`config.mk`:
```
export PLATFORM = sky130hd
export DESIGN_NAME = multicycle_control
export DESIGN_NICKNAME = d
export VERILOG_FILES = /design/src/rtl/multicycle_control.sv
export SDC_FILE = /design/constraint.sdc
export NUM_CORES = 1
export LEC_CHECK = 0
export ABC_AREA = 1
export BUFFER_PORTS_ARGS = -buffer_cell sky130_fd_sc_hd__buf_2
export CAP_MARGIN = 20
export CORE_MARGIN = 4
export CORE_UTILIZATION = 45
export DETAILED_ROUTE_END_ITERATION = 10
export PLACE_DENSITY = 0.78
export SYNTH_ARGS = -nofsm -noshare
export SYNTH_HDL_FRONTEND = slang
export SYNTH_SLANG_ARGS = --single-unit
```
`constraint.sdc`:
```
create_clock -name clk_i -period 1.8 [get_ports clk_i]
set_input_delay 0.09 -clock clk_i [delete_from_list [all_inputs] [get_ports clk_i]]
set_output_delay 0.09 -clock clk_i [all_outputs]
set_load 0.05 [all_outputs]
```
`src/rtl/multicycle_control.sv`:
```
// rtl/multicycle_control.sv - multicycle RV32I control FSM with memory wait timeout and sticky trap
//
// Sequences FETCH -> DECODE -> EXECUTE -> [MEMORY] -> [WRITEBACK] and drives the
// datapath enables, ALU/immediate/result/PC selects and the memory handshake.
// Ports:
//   clk_i, rst_i            clock (rising edge), synchronous active-high reset
//   op_i, funct3_i,
//   funct7bit_i             instruction fields from the instruction register
//   branch_taken_i          branch compare result
//   mem_ready_i             memory completion strobe
//   pc_en_o, ir_en_o,
//   regWrite_en_o           PC / IR / register-file write enables
//   ALUctrl_o, ALUsrcA_o,
//   ALUsrcB_o, immSrc_o     ALU operation and operand / immediate selects
//   resultSrc_o, PCsrc_o    writeback source and next-PC select
//   mem_req_o, mem_we_o,
//   mem_size_o              memory request, write, access size (funct3)
//   instr_done_o            one-cycle retire pulse
//   trap_o, trap_cause_o    sticky trap flag and cause (01 illegal, 10 timeout)
module multicycle_control #(
    parameter int unsigned MEM_TIMEOUT = 16,
    parameter int unsigned TIMEOUT_W   = 5
) (
    input  logic       clk_i,
    input  logic       rst_i,
    input  logic [6:0] op_i,
    input  logic [2:0] funct3_i,
    input  logic       funct7bit_i,
    input  logic       branch_taken_i,
    input  logic       mem_ready_i,
    output logic       pc_en_o,
    output logic       ir_en_o,
    output logic       regWrite_en_o,
    output logic [3:0] ALUctrl_o,
    output logic       ALUsrcA_o,
    output logic       ALUsrcB_o,
    output logic [2:0] immSrc_o,
    output logic [1:0] resultSrc_o,
    output logic [1:0] PCsrc_o,
    output logic       mem_req_o,
    output logic       mem_we_o,
    output logic [2:0] mem_size_o,
    output logic       instr_done_o,
    output logic       trap_o,
    output logic [1:0] trap_cause_o
);

    typedef enum logic [2:0] {
        S_FETCH     = 3'd0,
        S_DECODE    = 3'd1,
        S_EXECUTE   = 3'd2,
        S_MEMORY    = 3'd3,
        S_WRITEBACK = 3'd4,
        S_TRAP      = 3'd5
    } state_t;

    localparam logic [6:0] OP_R      = 7'b0110011;
    localparam logic [6:0] OP_I      = 7'b0010011;
    localparam logic [6:0] OP_LOAD   = 7'b0000011;
    localparam logic [6:0] OP_STORE  = 7'b0100011;
    localparam logic [6:0] OP_BRANCH = 7'b1100011;
    localparam logic [6:0] OP_JAL    = 7'b1101111;
    localparam logic [6:0] OP_JALR   = 7'b1100111;
    localparam logic [6:0] OP_LUI    = 7'b0110111;
    localparam logic [6:0] OP_AUIPC  = 7'b0010111;

    localparam logic [3:0] ALU_ADD  = 4'b0000;
    localparam logic [3:0] ALU_SUB  = 4'b0001;
    localparam logic [3:0] ALU_AND  = 4'b0010;
    localparam logic [3:0] ALU_OR   = 4'b0011;
    localparam logic [3:0] ALU_XOR  = 4'b0100;
    localparam logic [3:0] ALU_SLT  = 4'b0101;
    localparam logic [3:0] ALU_SLTU = 4'b0110;
    localparam logic [3:0] ALU_SRL  = 4'b0111;
    localparam logic [3:0] ALU_SLL  = 4'b1000;
    localparam logic [3:0] ALU_SRA  = 4'b1001;

    localparam logic [TIMEOUT_W-1:0] TIMEOUT_CNT = TIMEOUT_W'(MEM_TIMEOUT);
    localparam logic                 TIMEOUT_EN  = (MEM_TIMEOUT != 0);

    state_t               state_q, state_d;
    logic [6:0]           op_q, op_d;
    logic [2:0]           f3_q, f3_d;
    logic                 b30_q, b30_d;
    logic [TIMEOUT_W-1:0] wait_q, wait_d;
    logic [1:0]           cause_q, cause_d;

    // The IR is loaded on the FETCH ready edge, so during DECODE the fields are
    // only on the inputs; afterwards the latched copies are used.
    logic [6:0] op_f;
    logic [2:0] f3_f;
    logic       b30_f;

    logic       is_r, is_i, is_load, is_store, is_branch, is_jal, is_jalr, is_lui, is_auipc;
    logic       legal;
    logic [3:0] alu_sel;
    logic [2:0] imm_sel;
    logic       wait_hit;
    logic       decoded_state;

    always_comb begin
        op_f  = (state_q == S_DECODE) ? op_i        : op_q;
        f3_f  = (state_q == S_DECODE) ? funct3_i    : f3_q;
        b30_f = (state_q == S_DECODE) ? funct7bit_i : b30_q;
    end

    always_comb begin
        is_r      = (op_f == OP_R);
        is_i      = (op_f == OP_I);
        is_load   = (op_f == OP_LOAD);
        is_store  = (op_f == OP_STORE);
        is_branch = (op_f == OP_BRANCH);
        is_jal    = (op_f == OP_JAL);
        is_jalr   = (op_f == OP_JALR);
        is_lui    = (op_f == OP_LUI);
        is_auipc  = (op_f == OP_AUIPC);
        legal     = is_r | is_i | is_load | is_store | is_branch |
                    is_jal | is_jalr | is_lui | is_auipc;
    end

    always_comb begin
        alu_sel = ALU_ADD;
        if (is_r || is_i) begin
            case (f3_f)
                3'b000:  alu_sel = (is_r && b30_f) ? ALU_SUB : ALU_ADD;
                3'b001:  alu_sel = ALU_SLL;
                3'b010:  alu_sel = ALU_SLT;
                3'b011:  alu_sel = ALU_SLTU;
                3'b100:  alu_sel = ALU_XOR;
                3'b101:  alu_sel = b30_f ? ALU_SRA : ALU_SRL;
                3'b110:  alu_sel = ALU_OR;
                default: alu_sel = ALU_AND;
            endcase
        end else if (is_branch) begin
            // beq/bne compare by subtraction; f3 01x is unused by RV32I branches
            case (f3_f[2:1])
                2'b10:   alu_sel = ALU_SLT;
                2'b11:   alu_sel = ALU_SLTU;
                default: alu_sel = ALU_SUB;
            endcase
        end
    end

    always_comb begin
        imm_sel = 3'b000;
        if (is_store)                 imm_sel = 3'b001;
        else if (is_branch)           imm_sel = 3'b010;
        else if (is_lui || is_auipc)  imm_sel = 3'b011;
        else if (is_jal)              imm_sel = 3'b100;
    end

    assign wait_hit      = TIMEOUT_EN && (wait_q == TIMEOUT_CNT);
    assign decoded_state = (state_q == S_DECODE) || (state_q == S_EXECUTE) ||
                           (state_q == S_MEMORY) || (state_q == S_WRITEBACK);

    always_comb begin
        state_d       = state_q;
        op_d          = op_q;
        f3_d          = f3_q;
        b30_d         = b30_q;
        cause_d       = cause_q;
        wait_d        = wait_q;
        pc_en_o       = 1'b0;
        ir_en_o       = 1'b0;
        regWrite_en_o = 1'b0;
        ALUctrl_o     = 4'b0000;
        ALUsrcA_o     = 1'b0;
        ALUsrcB_o     = 1'b0;
        immSrc_o      = 3'b000;
        resultSrc_o   = 2'b00;
        PCsrc_o       = 2'b00;
        mem_req_o     = 1'b0;
        mem_we_o      = 1'b0;
        mem_size_o    = 3'b000;
        instr_done_o  = 1'b0;
        trap_o        = 1'b0;
        trap_cause_o  = cause_q;

        if (decoded_state) begin
            ALUctrl_o  = alu_sel;
            immSrc_o   = imm_sel;
            ALUsrcA_o  = is_auipc;
            ALUsrcB_o  = is_i | is_load | is_store | is_jalr | is_lui | is_auipc;
            mem_size_o = (is_load || is_store) ? f3_f : 3'b000;
        end

        case (state_q)
            S_FETCH: begin
                mem_req_o = 1'b1;
                if (mem_ready_i) begin
                    ir_en_o = 1'b1;
                    state_d = S_DECODE;
                end else if (wait_hit) begin
                    cause_d = 2'b10;
                    state_d = S_TRAP;
                end
            end
            S_DECODE: begin
                op_d  = op_i;
                f3_d  = funct3_i;
                b30_d = funct7bit_i;
                if (legal) begin
                    state_d = S_EXECUTE;
                end else begin
                    cause_d = 2'b01;
                    state_d = S_TRAP;
                end
            end
            S_EXECUTE: begin
                if (is_branch) begin
                    pc_en_o      = 1'b1;
                    instr_done_o = 1'b1;
                    PCsrc_o      = branch_taken_i ? 2'b01 : 2'b00;
                    state_d      = S_FETCH;
                end else if (is_load || is_store) begin
                    state_d = S_MEMORY;
                end else begin
                    state_d = S_WRITEBACK;
                end
            end
            S_MEMORY: begin
                mem_req_o = 1'b1;
                mem_we_o  = is_store;
                if (mem_ready_i) begin
                    if (is_store) begin
                        pc_en_o      = 1'b1;
                        instr_done_o = 1'b1;
                        state_d      = S_FETCH;
                    end else begin
                        state_d = S_WRITEBACK;
                    end
                end else if (wait_hit) begin
                    cause_d = 2'b10;
                    state_d = S_TRAP;
                end
            end
            S_WRITEBACK: begin
                regWrite_en_o = 1'b1;
                pc_en_o       = 1'b1;
                instr_done_o  = 1'b1;
                resultSrc_o   = is_load ? 2'b01 : ((is_jal || is_jalr) ? 2'b10 : 2'b00);
                PCsrc_o       = is_jal ? 2'b01 : (is_jalr ? 2'b10 : 2'b00);
                state_d       = S_FETCH;
            end
            S_TRAP: begin
                trap_o = 1'b1;
            end
            default: begin
                state_d = S_FETCH;
            end
        endcase

        // Counter restarts on every state change so it always times the current wait
        if (state_d != state_q) begin
            wait_d = '0;
        end else if (((state_q == S_FETCH) || (state_q == S_MEMORY)) &&
                     !mem_ready_i && (wait_q != '1)) begin
            wait_d = wait_q + TIMEOUT_W'(1);
        end

        if (rst_i) begin
            pc_en_o       = 1'b0;
            ir_en_o       = 1'b0;
            regWrite_en_o = 1'b0;
            ALUctrl_o     = 4'b0000;
            ALUsrcA_o     = 1'b0;
            ALUsrcB_o     = 1'b0;
            immSrc_o      = 3'b000;
            resultSrc_o   = 2'b00;
            PCsrc_o       = 2'b00;
            mem_req_o     = 1'b0;
            mem_we_o      = 1'b0;
            mem_size_o    = 3'b000;
            instr_done_o  = 1'b0;
            trap_o        = 1'b0;
            trap_cause_o  = 2'b00;
        end
    end

    always_ff @(posedge clk_i) begin
        if (rst_i) begin
            state_q <= S_FETCH;
            op_q    <= '0;
            f3_q    <= '0;
            b30_q   <= 1'b0;
            wait_q  <= '0;
            cause_q <= 2'b00;
        end else begin
            state_q <= state_d;
            op_q    <= op_d;
            f3_q    <= f3_d;
            b30_q   <= b30_d;
            wait_q  <= wait_d;
            cause_q <= cause_d;
        end
    end

endmodule

```
==> flow_summary_export.csv, run 1 <==
group,metric,value,unit
outcome,status,"aborted with a tool error",
outcome,lastStage,"global routing (5_1_grt)",
outcome,error_line,"[ERROR DPL-0038] Utilization greater than 100%, impossible to legalize",
place,placement.cell_area,0.002539,mm^2
floorplanning,initial_core_util,48.09,%
logic_synthesis,synth_edf_count,0,
timing,worstEndpointGrtRepair,"ALUctrl_o[1]",
clock_tree,ctsHoldBuffers,0,
place,gp_congestion,0.9197,
logic_synthesis,ys_warn_count,0,
clock_tree,cts_buffer_depth,2,
logic_synthesis,ys_async_sr_fraction,0,%
place,placed_cells,390,
logic_synthesis,netlist.area_leader.share,25.40,%
logic_synthesis,syn_area,0.001655,mm^2
clock_tree,cts_sinks,21,
logic_synthesis,yosysTopAreaCell,"dfxtp_1",
floorplanning,rows,21,
clock_tree,root_buffer,"clkbuf_8",
place,port_buffers,39,
logic_synthesis,ys_seq_area_share,25.40,%
logic_synthesis,synth_cells,256,
logic_synthesis,synth_seq_cells,21,
logic_synthesis,syn_avg_cell_area,6.466,um^2
floorplanning,die-height,68.65,um
floorplanning,die_w,68.65,um
logic_synthesis,syn_nets,274,
clock_tree,numCtsBuffers,3,
logic_synthesis,synth_ff_type,"dfxtp_1",
grt,grt_max_degree,12,
logic_synthesis,synth.distinct_cells,38,
place,post-dp-hpwl,4148,um
logic_synthesis,netlist_top_cells_area,"dfxtp_1 (25%), nand2_1 (11%), nor2_1 (9.8%)",
timing,worst-ep-kind,"output port",
clock_tree,htree_levels,1,
floorplanning,pin_count,40,
==> cells by family after synthesis <==
group	Yosys count	share of synthesized area, %
muxes	2	1.209
and+or+nand+nor	150	46.41
DFF	21	25.40
adders and majority gates	3	2.268
AOI/OAI and AO/OA	31	10.81
xor gates and xnor gates	3	1.588
buffers and inverters	46	12.32
==> through the flow <==
step                setup TNS, ps  worst slack (ps)
floorplan                   -1809            -315.1
global placement            -2987            -235.4
detailed placement          -4250            -312.2
CTS                         -8273            -424.7
==> synth_stat cells (3+ instances only) <==
master   number
nand2_1      47
nor2_1       43
inv_1        33
dfxtp_1      21
a21oi_1      13
nand3_1      11
nand2_2      10
nor3_1        9
o21ai_0       8
nand4_1       7
inv_2         5
nor2_2        5
nand2_4       4
ha_1          3
nand3_2       3
xor2_1        3
==> repair_timing <==
item / in CTS
gates resized for setup: 109
cloned: 1
buffers inserted: 15
endpoints found under the setup margin: 30
pin swaps: 22
==> run 2, diff against run 1 <==
--- a/config.mk
+++ b/config.mk
@@ -9,9 +9,9 @@
 export BUFFER_PORTS_ARGS = -buffer_cell sky130_fd_sc_hd__buf_2
 export CAP_MARGIN = 20
 export CORE_MARGIN = 4
-export CORE_UTILIZATION = 45
+export CORE_UTILIZATION = 30
 export DETAILED_ROUTE_END_ITERATION = 10
-export PLACE_DENSITY = 0.78
+export PLACE_DENSITY_LB_ADDON = 0.15
 export SYNTH_ARGS = -nofsm -noshare
 export SYNTH_HDL_FRONTEND = slang
 export SYNTH_SLANG_ARGS = --single-unit
==> constraint.sdc (replaced) <==
create_clock -name clk_i -period 2.3 [get_ports clk_i]
set_input_delay 0.115 -clock clk_i [delete_from_list [all_inputs] [get_ports clk_i]]
set_output_delay 0.115 -clock clk_i [all_outputs]
set_load 0.05 [all_outputs]
==> flow_summary_export.csv, run 2 <==
group,metric,value,unit
worst_setup_path,cp.arrival,2160,ps
run,cap_violations,0,
logic_synthesis,syn_avg_cell_area,6.466,um^2
finish,top_register,"op_q",
finish,area_growth,48.07,%
clock_tree,cts_tree,"built",
timing,drv_slew,0,
timing,relSlewSlack,75.58,%
worst_setup_path,slowest_delay,360,ps
worst_setup_path,worstPathRequired,2180,ps
grt,grt_util_all_layers,15.17,%
grt,grt_max_degree,16,
outcome,status,"completed",
floorplanning,pin_count,40,
finish,fin_nets,347,
worst_setup_path,cp-start-kind,"flop",
logic_synthesis,synth_edf_count,0,
finish,reg_top3,"op_q (7), wait_q (5)",
pwr,p_per_area,532.1,mW/mm^2
logic_synthesis,syn_area,0.001655,mm^2
place,post-dp-hpwl,3796,um
clock_tree,ctsHoldBuffers,0,
logic_synthesis,ys_seq_area_share,25.40,%
finish,stdcell_count,398,
timing,tightest_slew,356.1,ps
timing,rsz0062_at_grt,"true",
logic_synthesis,netlist.area_leader.share,25.40,%
route,vias,1859,
logic_synthesis,yosysTopAreaCell,"dfxtp_1",
logic_synthesis,synth_ff_type,"dfxtp_1",
clock_tree,path_clk_slew,100,ps
place,placed_cells,381,
route,firstDrtPassIters,4,
route,wl_per_cell,13.05,um
route,ant_nets,0,
route,wl,5195,um
worst_setup_path,rrSetupSlack,180,ps
logic_synthesis,synth.distinct_cells,38,
place,placement.cell_area,0.002106,mm^2
place,port_buffers,39,
finish,fin_util,46.80,%
worst_setup_path,crit_path_max_fanout,5,
logic_synthesis,ys_warn_count,0,
logic_synthesis,synth.most_common_cell,"nand2_1",
route,drc,0,
finish,layout_common_cells,"nand2_1 (40), nor2_1 (37), buf_4 (37)",
floorplanning,die-height,82.28,um
logic_synthesis,synth_cells,256,
finish,design_area,0.002451,mm^2
floorplanning,dieArea,0.006770,mm^2
timing,hold_violations,0,
timing,setup_violations,0,
finish,layout_commonest_cell,"nand2_1",
timing,clock_skew,10.02,ps
place,gp_congestion,0.8062,
finish,multi_input_area,0.001189,mm^2
grt,gr-total-overflow,0,
pwr,ir_worst_vdd,0.0002501,V
timing,whs,122.5,ps
worst_setup_path,end_kind,"output port",
timing,period_needed,2270,ps
clock_tree,cts_sinks,21,
finish,largest_reg_flops,7,
finish,n_fill_cell,561,
worst_hold_path,hp-class,"in -> reg",
timing,post-route-period-util,98.70,%
floorplanning,coreArea,0.005238,mm^2
logic_synthesis,synth_seq_cells,21,
grt,antenna_found_initial,0,
clock_tree,htree_levels,1,
pwr,power_leakage,1.214,nW
clock_tree,root_buffer,"clkbuf_8",
clock_tree,numCtsBuffers,3,
logic_synthesis,syn_nets,274,
clock_tree,cts_buffer_depth,2,
floorplanning,rows,26,
route,via_per_inst,4.671,
clock_tree,clk-insertion-delay-late,270,ps
timing,fmax,0.4405,GHz
worst_setup_path,path_cells,"buf_6 -> nor2_4 -> nand3_2 -> nand2_2 -> nand2_4 -> nor2_4 -> nand2_4 -> inv_4 -> nand2_4 -> a2111oi_4 -> buf_6",
logic_synthesis,ys_async_sr_fraction,0,%
floorplanning,die_w,82.28,um
grt,grt_pass1_vias,1714,
finish,register_area,426.7,um^2
worst_setup_path,cpMostUsedCell,"nand2_4",
route,drt_iter0_drc,80,
pwr,power,0.001304,W
grt,grt_pass1_wl,7962,um
finish,drive_gt1_share,44.82,%
floorplanning,initial_core_util,31.61,%
logic_synthesis,netlist_top_cells_area,"dfxtp_1 (25%), nand2_1 (11%), nor2_1 (9.8%)",
logic_synthesis,yosys-top-cells-count,"nand2_1 (47), nor2_1 (43), inv_1 (33)",
finish,diodes,0,
worst_setup_path,critical_path_class,"reg -> out",
worst_setup_path,slowest_stage,"a2111oi_4",
[run 2: cell counts after synthesis]
Identical to the previous run, type by type.
[run 2: path summary, 6_finish.rpt]
kind / endpoint / depth (start not counted) / start
worst max-delay path: ALUctrl_o[1] / 11 / state_q[1]$_SDFF_PP0_
worst min-delay path: op_q[1]$_SDFF_PP0_ / 3 / op_i[1]
worst max register to register: wait_q[2]$_SDFFE_PP0P_ / 17 / state_q[1]$_SDFF_PP0_
worst min register to register: cause_q[1]$_SDFFE_PP0P_ / 2 / cause_q[1]$_SDFFE_PP0P_
[run 2: per-stage QoR]
stage	setup WS, ps	setup TNS (ps)
floorplan	-186.3	-355.5
global placement	117.5	0
detailed placement	85.49	0
CTS	-16.69	-16.69
global route	-86.81	-388.8
finish	29.84	0
[run 2: worst max-delay path: cells and delay by family (launching register included)]
family	cells	cell delay [ps]
AO/OA/AOI/OAI	1	360
flip-flops	1	350
buffers and inverters	3	420
AND/OR/NAND/NOR	7	770
[run 2: power breakdown]
| part | internal (W) | leakage, nW | switching [W] |
|---|---|---|---|
| registers | 0.000400 | 0.173 | 0.0000214 |
| logic | 0.000237 | 1.02 | 0.000378 |
| clock network | 0.000121 | 0.0255 | 0.000146 |
| total | 0.000759 | 1.21 | 0.000546 |
[run 2: timing repair]
action	CTS	global route
pin swaps	5	11
endpoints found under the setup margin	10	23
hold endpoints to repair	0	0
gates resized for setup	15	49
setup buffers	0	11
gates cloned	0	2
[run 2: area by class of cell]
class / instances / share of cell area [%]
Sequential cell: 21 / 17.41
Multi-Input combinational cell: 190 / 48.49
Clock inverter: 1 / 0.2042
Tap cell: 70 / 3.573
Inverter: 39 / 6.585
Timing Repair Buffer: 74 / 22.05
Clock buffer: 3 / 1.685
[run 2: routing by layer]
metal | up-vias | global-route usage (%) | routed length [um]
met5 | - | 0 | 0
met4 | 0 | 3.654 | 72
met3 | 6 | 2.711 | 229
met2 | 44 | 24.04 | 2325
met1 | 842 | 21.19 | 2568
li1 | 967 | - | -
[run 2: logic make-up after synthesis]
logic type               after synthesis  share of synthesized area (%)
AND/OR/NAND/NOR                      150                          46.41
XOR/XNOR                               3                          1.588
multiplexers                           2                          1.209
flip-flops                            21                          25.40
adder cells (fa/ha/maj)                3                          2.268
AO/OA/AOI/OAI                         31                          10.81
buffers and inverters                 46                          12.32
Power figures use the tool's default switching activity.
==> run 3, diff against run 2 <==
--- a/config.mk
+++ b/config.mk
@@ -12,6 +12,7 @@
 export CORE_UTILIZATION = 30
 export DETAILED_ROUTE_END_ITERATION = 10
 export PLACE_DENSITY_LB_ADDON = 0.15
+export REMOVE_ABC_BUFFERS = 1
 export SYNTH_ARGS = -nofsm -noshare
 export SYNTH_HDL_FRONTEND = slang
 export SYNTH_SLANG_ARGS = --single-unit
==> flow_summary_export.csv, run 3 (synthesized netlist as in run 2, its figures left out) <==
group,metric,value,unit
outcome,status,"completed",
finish,diodes,0,
timing,drv_slew,0,
finish,layout_commonest_cell,"nand2_1",
timing,rsz0062_at_grt,"true",
floorplanning,rows,26,
finish,area_growth,55.56,%
grt,grt_pass1_wl,8162,um
clock_tree,cts_sinks,21,
timing,relSlewSlack,77.36,%
place,gp_congestion,0.7983,
clock_tree,root_buffer,"clkbuf_8",
timing,clock_skew,4.687,ps
grt,grt_util_all_layers,15.34,%
worst_setup_path,critical_path_class,"reg -> out",
pwr,p_per_area,534.3,mW/mm^2
route,wl,5119,um
timing,post-route-period-util,96.39,%
finish,drive_gt1_share,47.13,%
place,pre_cts_ws,60.44,ps
timing,period_needed,2217,ps
worst_setup_path,cp-start-kind,"flop",
timing,layout_setup_ws,82.95,ps
timing,setup_tns,0,ps
worst_setup_path,rrSetupSlack,210,ps
finish,largest_reg_flops,7,
clock_tree,ctsHoldBuffers,0,
timing,fmax,0.4510,GHz
timing,whs,135.9,ps
route,m1WireLength,2500,um
clock_tree,cts_buffer_depth,2,
pwr,power,0.001376,W
run,cap_violations,0,
finish,fin_nets,350,
grt,grt_max_degree,29,
pwr,ir_worst_vdd,0.0003374,V
grt,antenna_found_initial,0,
finish,n_fill_cell,525,
pwr,power_leakage,1.252,nW
worst_hold_path,hp-class,"in -> reg",
floorplanning,die-height,82.28,um
route,top_layer_used,"met4",
route,ant_nets,0,
route,vias,1876,
grt,grt_pass1_vias,1762,
finish,layout_common_cells,"nand2_1 (38), buf_4 (36), nor2_1 (33)",
worst_setup_path,cp.arrival,2100,ps
finish,fin_util,49.16,%
clock_tree,cts_tree,"built",
grt,gr-total-overflow,0,
route,route.met3.wl,218,um
floorplanning,die_w,82.28,um
place,post-dp-hpwl,3609,um
finish,reg_top3,"op_q (7), wait_q (5)",
timing,tightest_slew,339.6,ps
finish,top_register,"op_q",
worst_setup_path,crit_path_max_fanout,6,
timing,setup_violations,0,
floorplanning,dieArea,0.006770,mm^2
worst_setup_path,end_kind,"output port",
timing,hold_violations,0,
route,firstDrtPassIters,4,
route,wl_per_cell,12.77,um
route,via_per_inst,4.678,
route,wl_met2,2354,um
floorplanning,initial_core_util,31.61,%
floorplanning,pin_count,40,
place,port_buffers,39,
route,drt_iter0_drc,63,
clock_tree,path_clk_slew,80,ps
clock_tree,numCtsBuffers,3,
worst_setup_path,worstPathRequired,2180,ps
finish,register_area,429.2,um^2
finish,multi_input_area,0.001260,mm^2
route,drc,0,
floorplanning,coreArea,0.005238,mm^2
clock_tree,clk-insertion-delay-late,260,ps
clock_tree,htree_levels,1,
run 3: changes by cell type in the layout (fill, tap and decap cells not counted), sizes merged:
cell / before / now
clkinv: 2 / 1
buf: 69 / 75
clkbuf: 8 / 6
run 3: repair_timing:
item,in CTS,in global routing
gates resized for setup,35,70
setup buffers,12,10
hold endpoints to repair,0,0
setup endpoints to repair,10,21
pin swaps,14,18
cloned,1,0
run 3: area by class of cell:
type | count | share of cell area, %
multi-input combinational | 190 | 48.93
inverter | 39 | 6.268
clock buffer | 4 | 1.749
timing repair buffer | 77 | 22.98
tap | 70 | 3.401
sequential | 21 | 16.67
run 3: per-stage QoR:
stage                     instances  area, um^2
after global routing            401        2575
after global placement          374        2006
after floorplan                 249        1603
after CTS                       391        2267
after detailed placement        374        2006
final                           401        2575
run 3: worst paths after layout:
kind / cells after the start / from / to
worst min register to register: 2 / cause_q[1]$_SDFFE_PP0P_ / cause_q[1]$_SDFFE_PP0P_
worst max register to register: 17 / state_q[1]$_SDFF_PP0_ / wait_q[2]$_SDFFE_PP0P_
worst max-delay path: 11 / state_q[1]$_SDFF_PP0_ / PCsrc_o[0]
worst min-delay path: 3 / op_i[1] / op_q[1]$_SDFF_PP0_
run 3: worst max-delay path, stage by stage, from the launching register on:
cell	delay (ps)
dfxtp_4	380
inv_8	90
buf_6	100
nand4_1	110
nand2_2	120
nand2_4	70
nor2_4	190
nand2_4	110
nor2_4	110
nand2_2	60
a221oi_2	290
buf_6	200
run 3: routing by layer:
metal | vias up | global-route usage (%)
met3 | 4 | 2.603
met4 | 0 | 2.326
met2 | 44 | 24.60
met1 | 849 | 21.78
met5 | - | 0
li1 | 979 | -
run 3: report_power, final:
group	switching, W	leakage, nW	internal (W)
Combinational	0.000414	1.06	0.000293
Sequential	0.0000174	0.174	0.000399
Clock	0.000129	0.0228	0.000124
Total	0.000561	1.25	0.000815
